`src/rtl/weight_stream_memory_if.sv`:
```
// Weight stream / layer read bus for weight_stream_memory.
//   master (producer/consumer side): load_start, w_in, w_valid, rd_en, rd_layer
//   slave  (memory side)           : w_ready, busy, load_done, rd_valid, w_out
// w_out packs node n of the selected layer at bits [n*BIT_SIZE +: BIT_SIZE].
interface weight_stream_memory_if #(
    parameter int LAYER_SIZE  = 4,
    parameter int LAYER_DEPTH = 4,
    parameter int BIT_SIZE    = 16
);
    localparam int LW = $clog2(LAYER_DEPTH);

    logic                           load_start;
    logic [BIT_SIZE-1:0]            w_in;
    logic                           w_valid;
    logic                           w_ready;
    logic                           busy;
    logic                           load_done;
    logic                           rd_en;
    logic [LW-1:0]                  rd_layer;
    logic                           rd_valid;
    logic [LAYER_SIZE*BIT_SIZE-1:0] w_out;

    modport master (
        output load_start, w_in, w_valid, rd_en, rd_layer,
        input  w_ready, busy, load_done, rd_valid, w_out
    );

    modport slave (
        input  load_start, w_in, w_valid, rd_en, rd_layer,
        output w_ready, busy, load_done, rd_valid, w_out
    );
endinterface

```
`src/rtl/weight_stream_memory.sv`:
```
// Weight stream memory: a full set of LAYER_DEPTH x LAYER_SIZE weights is
// streamed in (node index fastest) after load_start, and any layer can be read
// out as one packed word with one cycle of latency while idle.
//
// Ports:
//   clk      - single clock, rising edge
//   rst      - synchronous reset, active low (storage is retained)
//   bus      - weight_stream_memory_if.slave (stream load + layer read)
//   checksum - only with WEIGHT_CHECKSUM_EN defined: running sum mod 2^BIT_SIZE
//              of words accepted since the last load start
//
// Optional feature macro: WEIGHT_CHECKSUM_EN
//
// state   | meaning
// --------+-----------------------------------------------------------
// ST_IDLE | storage stable; reads serviced; load_start enters ST_LOAD
// ST_LOAD | w_ready/busy high; words written in order until the last one
module weight_stream_memory #(
    parameter int LAYER_SIZE  = 4,
    parameter int LAYER_DEPTH = 4,
    parameter int BIT_SIZE    = 16
) (
    input  logic                    clk,
    input  logic                    rst,
    weight_stream_memory_if.slave   bus
`ifdef WEIGHT_CHECKSUM_EN
    ,
    output logic [BIT_SIZE-1:0]     checksum
`endif
);
    localparam int NW = $clog2(LAYER_SIZE);
    localparam int LW = $clog2(LAYER_DEPTH);
    localparam int OW = LAYER_SIZE * BIT_SIZE;

    typedef enum logic {ST_IDLE, ST_LOAD} state_t;

    state_t              state_q, state_d;
    logic [NW-1:0]       node_q, node_d;
    logic [LW-1:0]       layer_q, layer_d;
    logic                load_done_q, load_done_d;
    logic                rd_valid_q, rd_valid_d;
    logic [OW-1:0]       w_out_q, w_out_d;
    logic [BIT_SIZE-1:0] mem_q [LAYER_DEPTH][LAYER_SIZE];

    logic                accept;
    logic                last_word;
    logic [LW-1:0]       layer_sel;
    logic [OW-1:0]       layer_word;

    assign accept    = (state_q == ST_LOAD) && bus.w_valid;
    assign last_word = (node_q == NW'(LAYER_SIZE - 1)) && (layer_q == LW'(LAYER_DEPTH - 1));

    // Out-of-range layer numbers only exist when the depth is not a power of two.
    if (LAYER_DEPTH == (1 << LW)) begin : g_sel_pow2
        assign layer_sel = bus.rd_layer;
    end else begin : g_sel_clamp
        assign layer_sel = (bus.rd_layer < LW'(LAYER_DEPTH)) ? bus.rd_layer : '0;
    end

    always_comb begin
        layer_word = '0;
        for (int n = 0; n < LAYER_SIZE; n++) begin
            layer_word[n*BIT_SIZE +: BIT_SIZE] = mem_q[layer_sel][n];
        end
    end

    always_comb begin
        state_d     = state_q;
        node_d      = node_q;
        layer_d     = layer_q;
        load_done_d = 1'b0;
        rd_valid_d  = 1'b0;
        w_out_d     = w_out_q;
        case (state_q)
            ST_IDLE: begin
                if (bus.rd_en) begin
                    rd_valid_d = 1'b1;
                    w_out_d    = layer_word;
                end
                if (bus.load_start) begin
                    state_d = ST_LOAD;
                    node_d  = '0;
                    layer_d = '0;
                end
            end
            ST_LOAD: begin
                if (accept) begin
                    if (last_word) begin
                        state_d     = ST_IDLE;
                        node_d      = '0;
                        layer_d     = '0;
                        load_done_d = 1'b1;
                    end else if (node_q == NW'(LAYER_SIZE - 1)) begin
                        node_d  = '0;
                        layer_d = layer_q + LW'(1);
                    end else begin
                        node_d = node_q + NW'(1);
                    end
                end
            end
            default: state_d = ST_IDLE;
        endcase
    end

    always_ff @(posedge clk) begin
        if (!rst) begin
            state_q     <= ST_IDLE;
            node_q      <= '0;
            layer_q     <= '0;
            load_done_q <= 1'b0;
            rd_valid_q  <= 1'b0;
            w_out_q     <= '0;
        end else begin
            state_q     <= state_d;
            node_q      <= node_d;
            layer_q     <= layer_d;
            load_done_q <= load_done_d;
            rd_valid_q  <= rd_valid_d;
            w_out_q     <= w_out_d;
        end
    end

    // Storage has no reset so weights survive a controller reset; a reset cycle
    // never writes.
    always_ff @(posedge clk) begin
        if (rst && accept) begin
            mem_q[layer_q][node_q] <= bus.w_in;
        end
    end

`ifdef WEIGHT_CHECKSUM_EN
    logic [BIT_SIZE-1:0] sum_q, sum_d;

    always_comb begin
        sum_d = sum_q;
        if (state_q == ST_IDLE && bus.load_start) begin
            sum_d = '0;
        end else if (accept) begin
            sum_d = sum_q + bus.w_in;
        end
    end

    always_ff @(posedge clk) begin
        if (!rst) begin
            sum_q <= '0;
        end else begin
            sum_q <= sum_d;
        end
    end

    assign checksum = sum_q;
`endif

    assign bus.w_ready   = (state_q == ST_LOAD);
    assign bus.busy      = (state_q == ST_LOAD);
    assign bus.load_done = load_done_q;
    assign bus.rd_valid  = rd_valid_q;
    assign bus.w_out     = w_out_q;
endmodule

```
`src/flat_wrapper.sv`:
```
// flat-port wrapper written by rule: the top's interface ports become plain ports
module weight_stream_memory_flat 
#(
    parameter int LAYER_SIZE  = 4,
    parameter int LAYER_DEPTH = 4,
    parameter int BIT_SIZE    = 16
)
  (clk, rst, bus_load_start, bus_w_in, bus_w_valid, bus_rd_en, bus_rd_layer, bus_w_ready, bus_busy, bus_load_done, bus_rd_valid, bus_w_out);
  weight_stream_memory_if #(.LAYER_SIZE(LAYER_SIZE), .LAYER_DEPTH(LAYER_DEPTH), .BIT_SIZE(BIT_SIZE)) bus_i ();
  input  logic clk;
  input  logic rst;
  input wire logic [$bits(bus_i.load_start)-1:0] bus_load_start;
  input wire logic [$bits(bus_i.w_in)-1:0] bus_w_in;
  input wire logic [$bits(bus_i.w_valid)-1:0] bus_w_valid;
  input wire logic [$bits(bus_i.rd_en)-1:0] bus_rd_en;
  input wire logic [$bits(bus_i.rd_layer)-1:0] bus_rd_layer;
  output wire logic [$bits(bus_i.w_ready)-1:0] bus_w_ready;
  output wire logic [$bits(bus_i.busy)-1:0] bus_busy;
  output wire logic [$bits(bus_i.load_done)-1:0] bus_load_done;
  output wire logic [$bits(bus_i.rd_valid)-1:0] bus_rd_valid;
  output wire logic [$bits(bus_i.w_out)-1:0] bus_w_out;
  assign bus_i.load_start = bus_load_start;
  assign bus_i.w_in = bus_w_in;
  assign bus_i.w_valid = bus_w_valid;
  assign bus_i.rd_en = bus_rd_en;
  assign bus_i.rd_layer = bus_rd_layer;
  assign bus_w_ready = bus_i.w_ready;
  assign bus_busy = bus_i.busy;
  assign bus_load_done = bus_i.load_done;
  assign bus_rd_valid = bus_i.rd_valid;
  assign bus_w_out = bus_i.w_out;
  weight_stream_memory #(.LAYER_SIZE(LAYER_SIZE), .LAYER_DEPTH(LAYER_DEPTH), .BIT_SIZE(BIT_SIZE)) u_core (.clk(clk), .rst(rst), .bus(bus_i));
endmodule
```
`config.mk`:
```
export PLATFORM = sky130hd
export DESIGN_NAME = weight_stream_memory_flat
export DESIGN_NICKNAME = d
export VERILOG_FILES = /design/src/rtl/weight_stream_memory_if.sv /design/src/rtl/weight_stream_memory.sv /design/src/flat_wrapper.sv
export SDC_FILE = /design/constraint.sdc
export NUM_CORES = 1
export LEC_CHECK = 0
export BUFFER_PORTS_ARGS = -buffer_cell sky130_fd_sc_hd__buf_4
export CAP_MARGIN = 20
export CORE_ASPECT_RATIO = 0.75
export CORE_UTILIZATION = 55
export CTS_BUF_LIST = sky130_fd_sc_hd__clkbuf_16
export CTS_CLUSTER_SIZE = 8
export DETAILED_ROUTE_END_ITERATION = 16
export PLACE_DENSITY_LB_ADDON = 0.05
export SLEW_MARGIN = 10
export SYNTH_ARGS = -nofsm -noshare
export SYNTH_HDL_FRONTEND = slang
export SYNTH_SLANG_ARGS = --single-unit
```
`constraint.sdc`:
```
create_clock -name clk -period 3.75 [get_ports clk]
set_clock_uncertainty 0.05 [all_clocks]
set_input_delay 0.1875 -clock clk [delete_from_list [all_inputs] [get_ports clk]]
set_output_delay 0.1875 -clock clk [all_outputs]
set_load 0.005 [all_outputs]
```
# Word-level counts from Yosys, hierarchy flattened
# Memory sizes are Yosys's and may differ from the RTL's. A register that Yosys moved wholly into a read port is not among the register bits.
# Index checks and enable logic that the tools add are counted.
# totals
register_bits	7
ram_bits	256
inputBits	23
out_inout_bits	68
elab_cells	47
memories	1
# mem_list
name	depth	width	read_ports	rd_clocked_by_memory_dff	wr	line_no	source
u_core.mem_q	4	64	1	1	1	weight_stream_memory.sv:43	logic [BIT_SIZE-1:0] mem_q [LAYER_DEPTH][LAYER_SIZE];
# classes
addsub	2
magnitude_cmp	2
n_eq_ne	5
mux	19
n_bitwise	3
n_reduce_logical	10
# ops
op	count
$mux W64	1
$demux W16 S2	1
$mux W16	1
$mux W2	7
$pmux W2 S2	2
$mux W1	6
$reduce_and A3 Y1	2
$add A2 B1 Y2 const B	2
$eq A2 B2 Y1 const B	2
$logic_and A1 B1 Y1	4
$ne A2 B2 Y1 const B	2
$reduce_and A2 Y1	2
$ge A3 B3 Y1 const B	1
$lt A3 B1 Y1 const B	1
$ne A3 B3 Y1 const B	1
$not A2 Y3	1
$not A1 Y1	2
$pmux W1 S2	1
$reduce_or A2 Y1	1
$logic_not A1 Y1	1

# Depth between registers and ports, before layout
# logic_depth
depth_word	6
mapped_depth	6
mapped_depth_nobuf	4

# Worst setup path after synthesis
# Ideal clock, no wire load.
# synth_path
path_kind	reg2reg
start	register u_core.node_q[0]
end	memory u_core.mem_q[3][0] (netlist bit) (enable)
setup_time_ps	374
arrival_time_ps	1380
t_required_ps	3326
path_slack_ps	1946
stages_incl_launch_ff	5
cell_sequence	dfxtp_1 ha_1 and3_1 clkbuf_1 and3_1
# synth_via
elab_chain_len	6
elab_cells_between_ends	7
cone_classes	order compare: 2; mux: 3; bitwise: 1; reduce/logical: 1
# synth_rtl
item	line_no	source
start: declaration	weight_stream_memory.sv:38	logic [NW-1:0] node_q, node_d;
start signal: assignment	weight_stream_memory.sv:115	node_q <= node_d;
$not A2 Y3 (not written as such) (*)	weight_stream_memory.sv:127	mem_q[layer_q][node_q] <= bus.w_in;
$ge A3 B3 Y1 (not written as such) or $lt A3 B1 Y1 (tied branches)	weight_stream_memory.sv:127	
$logic_and A1 B1 Y1 (not written as such)	weight_stream_memory.sv:127	
$mux W16 (not written as such)	weight_stream_memory.sv:127	
$demux W16 S2 (*)	weight_stream_memory.sv:127	
$mux W64 (not written as such) (*)	weight_stream_memory.sv:127	
end: declaration	weight_stream_memory.sv:43	
# Mark *: on every way between the ends. The rest lies on a longest branch, timed or not.

# Worst setup path in the final report
# layout_path
start	register u_core.state_q, in the netlist u_core.bus.busy
end	memory u_core.mem_q[3][40] (netlist bit) (enable)
# layout_via
elab_chain_len	4
# layout_rtl
item	line_no	source
start: declaration	weight_stream_memory.sv:37	state_t state_q, state_d;
start signal: assignment	weight_stream_memory.sv:114	state_q <= state_d;
$logic_and A1 B1 Y1	weight_stream_memory.sv:50	assign accept = (state_q == ST_LOAD) && bus.w_valid;
$logic_and A1 B1 Y1	weight_stream_memory.sv:126	if (rst && accept) begin
$mux W1	weight_stream_memory.sv:126	
$mux W64 (not written as such)	weight_stream_memory.sv:127	
# Every way passes these cells.

==> metrics.md <==
| Metric | Value |
|---|---|
| Storage element area | `0.00911 mm2` |
| Share of the synthesized area in the top cell type | `64.4%` |
| Iter 0 DRT Violations | `419` |
| Max cap viols | `0` |
| Critical Path RT | `3.84 ns` |
| Layout area overhead | `19.7%` |
| Hold_buf cts | `20` |
| Top cells by area, synth | `edfxtp_1 (64%), dfxtp_1 (12%), mux2i_1 (11%), a21o_1 (4.0%), o22ai_1 (3.3%)` |
| Nets | `834` |
| Max VDD drop | `0.000441 V` |
| Largest family of logic cells by synthesized area | `multiplexers` |
| Drt wl/cell | `21.8 um` |
| Fill cell count | `1,467` |
| Post-synthesis sequential area ratio | `76.3%` |
| Total iterations of the first detailed-routing run | `4` |
| Crit-path max FO | `16` |
| Crit path kind | `flip-flop to flip-flop` |
| Mean Syn Cell Area | `17.6 um2` |
| Setup violators final | `0` |
| Clock period minus final worst setup slack | `2.23 ns` |
| Crit-path cells | `and2_1 > and3_1 > and2_1` |
| IO buf count | `90` |
| Pwr dens | `560 mW/mm2` |
| Post-Synth Simple-Gate Area | `1.71%` |
| CORE AREA | `0.0212 mm2` |
| Status | `complete, no violations` |
| H-tree lvl count | `2` |
| RSZ-0062 raised after global routing | `false` |
| Worst Hold Class | `input pin to flip-flop` |
| TritonCTS clock tree | `yes` |
| Critical Path Most Common Cell | `and2_1` |
| TNS Setup | `0 ns` |
| Tot Pwr | `8.00 mW` |
| CP bufs+invs | `0` |
| Slew HR | `35.8%` |
| Static Leak | `5.95 nW` |
| XOR/XNOR Fraction of Synth Area | `0%` |
| Post-route DRC | `0` |
| Syn. warnings | `0` |
| Multi-input gate area | `0.00255 mm2` |
| Fraction of final layout cells sized beyond drive strength 1 | `17.4%` |
| Final Instance Area | `0.0143 mm2` |
| CP Capture Type | `flip-flop` |
| Num rows | `46` |
| Via-to-Cell Ratio | `5.53` |
| First-pass GRT wire length | `36,800 um` |
| Worst skew pair latency | `0.53 ns` |
| Ant. Diodes | `0` |
| Synth Area in Compound Gates | `7.78%` |
| Largest net degree at the start of global routing | `68` |
| GRT Residual Overflow | `0` |
| Gpl congestion | `0.784` |
| Setup bufs post-CTS | `0` |
| Die area | `0.0223 mm2` |
| Half-perimeter wire length after placement | `13,600 um` |
| DRT antenna net count | `0` |
| DIE HEIGHT | `130 um` |
| CP top delay family | `simple AND/OR/NAND/NOR gates` |
| Clock Tree Buf Depth | `3` |
| DIE WIDTH | `172 um` |
| Initial antenna violation count | `0` |
| Slew @ Worst Pin | `0.963 ns` |
| DRT Wirelength | `24,500 um` |
| Initial Util | `56.2%` |
| Register bit total from synthesis | `327` |
| All-Layer GR Usage | `22.8%` |
| Max incr delay on CP | `0.77 ns` |
| Total CTS buffers | `46` |
| Placed Instance Area | `0.0128 mm2` |
| FMAX | `0.448 GHz` |
| Final-report max-slew violation count | `0` |
| Portion of netlist area occupied by mux cells | `10.8%` |
| CP max stage cell | `and2_1` |
| Tcrit/Tclk final | `59.5%` |
| Number of global-route vias before repair | `6,202` |
| Post-Synth Adder-Cell Area | `0.838%` |
| Leading area contributor after synthesis | `edfxtp_1` |
| Worst Setup Start Kind | `flip-flop` |
| Clock Pin Slew Worst Setup and Hold Paths | `0.05 ns` |
| Via count | `6,232` |
| Count of cell types in the netlist | `24` |
| IO Pins | `91` |
| # clock sinks | `327` |
| Fin. Hold Viols | `0` |
| Arr. time, crit path | `2.32 ns` |
| Cells after Synth | `678` |
| Resize count post-CTS | `0` |
| Mapped Area | `0.0119 mm2` |
| Net Count, Synth | `709` |
| Clock root cell | `clkbuf_16` |
path summary, 6_finish.rpt:
kind	start	to	slack, ns	cells after the start
max reg2reg	u_core.bus.busy$_SDFF_PN0_	u_core.mem_q[3][40]$_DFFE_PP_	1.52	3
min reg2reg	u_core.bus.w_out[3]$_SDFFE_PN0P_	u_core.bus.w_out[3]$_SDFFE_PN0P_	0.40	1
min	bus_w_in[2]	u_core.mem_q[2][18]$_DFFE_PP_	0.03	1
max	u_core.bus.busy$_SDFF_PN0_	u_core.mem_q[3][40]$_DFFE_PP_	1.52	3
power by group:
group | total, mW | switching, mW | internal, mW
clock network | 3.64 | 1.42 | 2.23
logic | 0.368 | 0.198 | 0.170
registers | 3.99 | 0.0291 | 3.96
total | 8.00 | 1.64 | 6.36
cell type report:
type	instances	share of cell area (%)
inverter	5	0.131
multi-input combinational	307	17.8
tap	288	2.52
timing repair buffer	116	6.56
clock inverter	37	1.01
clock buffer	47	8.23
sequential	327	63.7
state kept, by name (all words and copies together) (netlist names):
| register | flops |
|---|---|
| u_core.bus.rd_valid | 1 |
| u_core.bus.load_done | 1 |
| u_core.mem_q | 256 |
| u_core.layer_q | 2 |
| u_core.node_q | 2 |
| u_core.bus.w_out | 64 |
| u_core.bus.busy | 1 |
Yosys cell counts (all sizes together):
master	n
o21ai	3
o22ai	63
nor2	4
buf	37
nand3	1
a21boi	1
and3	10
ha	8
dfxtp	71
a21o	63
nor2b	2
and2	13
a211o	1
nand2	2
a22oi	2
edfxtp	256
a21oi	3
clkbuf	2
mux2i	129
inv	5
nand4b	1
nand4bb	1
cells by family (layout without fill, tap and decap cells):
group,count (synthesis),in the layout
mux,129,129
simple gates,34,34
buf+inv,44,205
fa+ha+maj,8,8
compound gates,136,136
flops,327,327
per-layer routing:
metal,GRT usage (%),up-vias,wire [um]
met4,7.13,0,451
met5,0,-,0
met1,32.5,3095,10800
met3,4.73,43,1640
li1,-,2910,-
met2,35.5,184,11600
cell usage in the layout (no fill, tap or decap), types with 3 or more instances in the layout:
| cell type | count |
|---|---|
| a21o_1 | 63 |
| a21oi_1 | 3 |
| and2_1 | 13 |
| and3_1 | 10 |
| buf_4 | 94 |
| clkbuf_16 | 47 |
| dfxtp_1 | 71 |
| dlygate4sd3_1 | 20 |
| edfxtp_1 | 256 |
| ha_1 | 8 |
| inv_1 | 41 |
| mux2i_1 | 129 |
| nor2_1 | 4 |
| o21ai_0 | 3 |
| o22ai_1 | 63 |
metrics by stage:
step                      worst slack (ns)  hold WS (ns)  std cells  util [%]
after global routing                  1.34       0.00708       1127      67.3
final                                 1.52        0.0305       1127      67.3
after global placement                1.65         0.385       1023      60.2
after detailed placement              1.53         0.391       1023      60.2
after floorplan                       1.95         0.236        678         -
after CTS                             1.52       0.00612       1127      67.3
worst register-to-register path, stage by stage, from the launching register on:
cell	delay [ns]
dfxtp_1	0.53
and2_1	0.28
and3_1	0.21
and2_1	0.77
No activity file was read; power rests on OpenSTA's default activity.
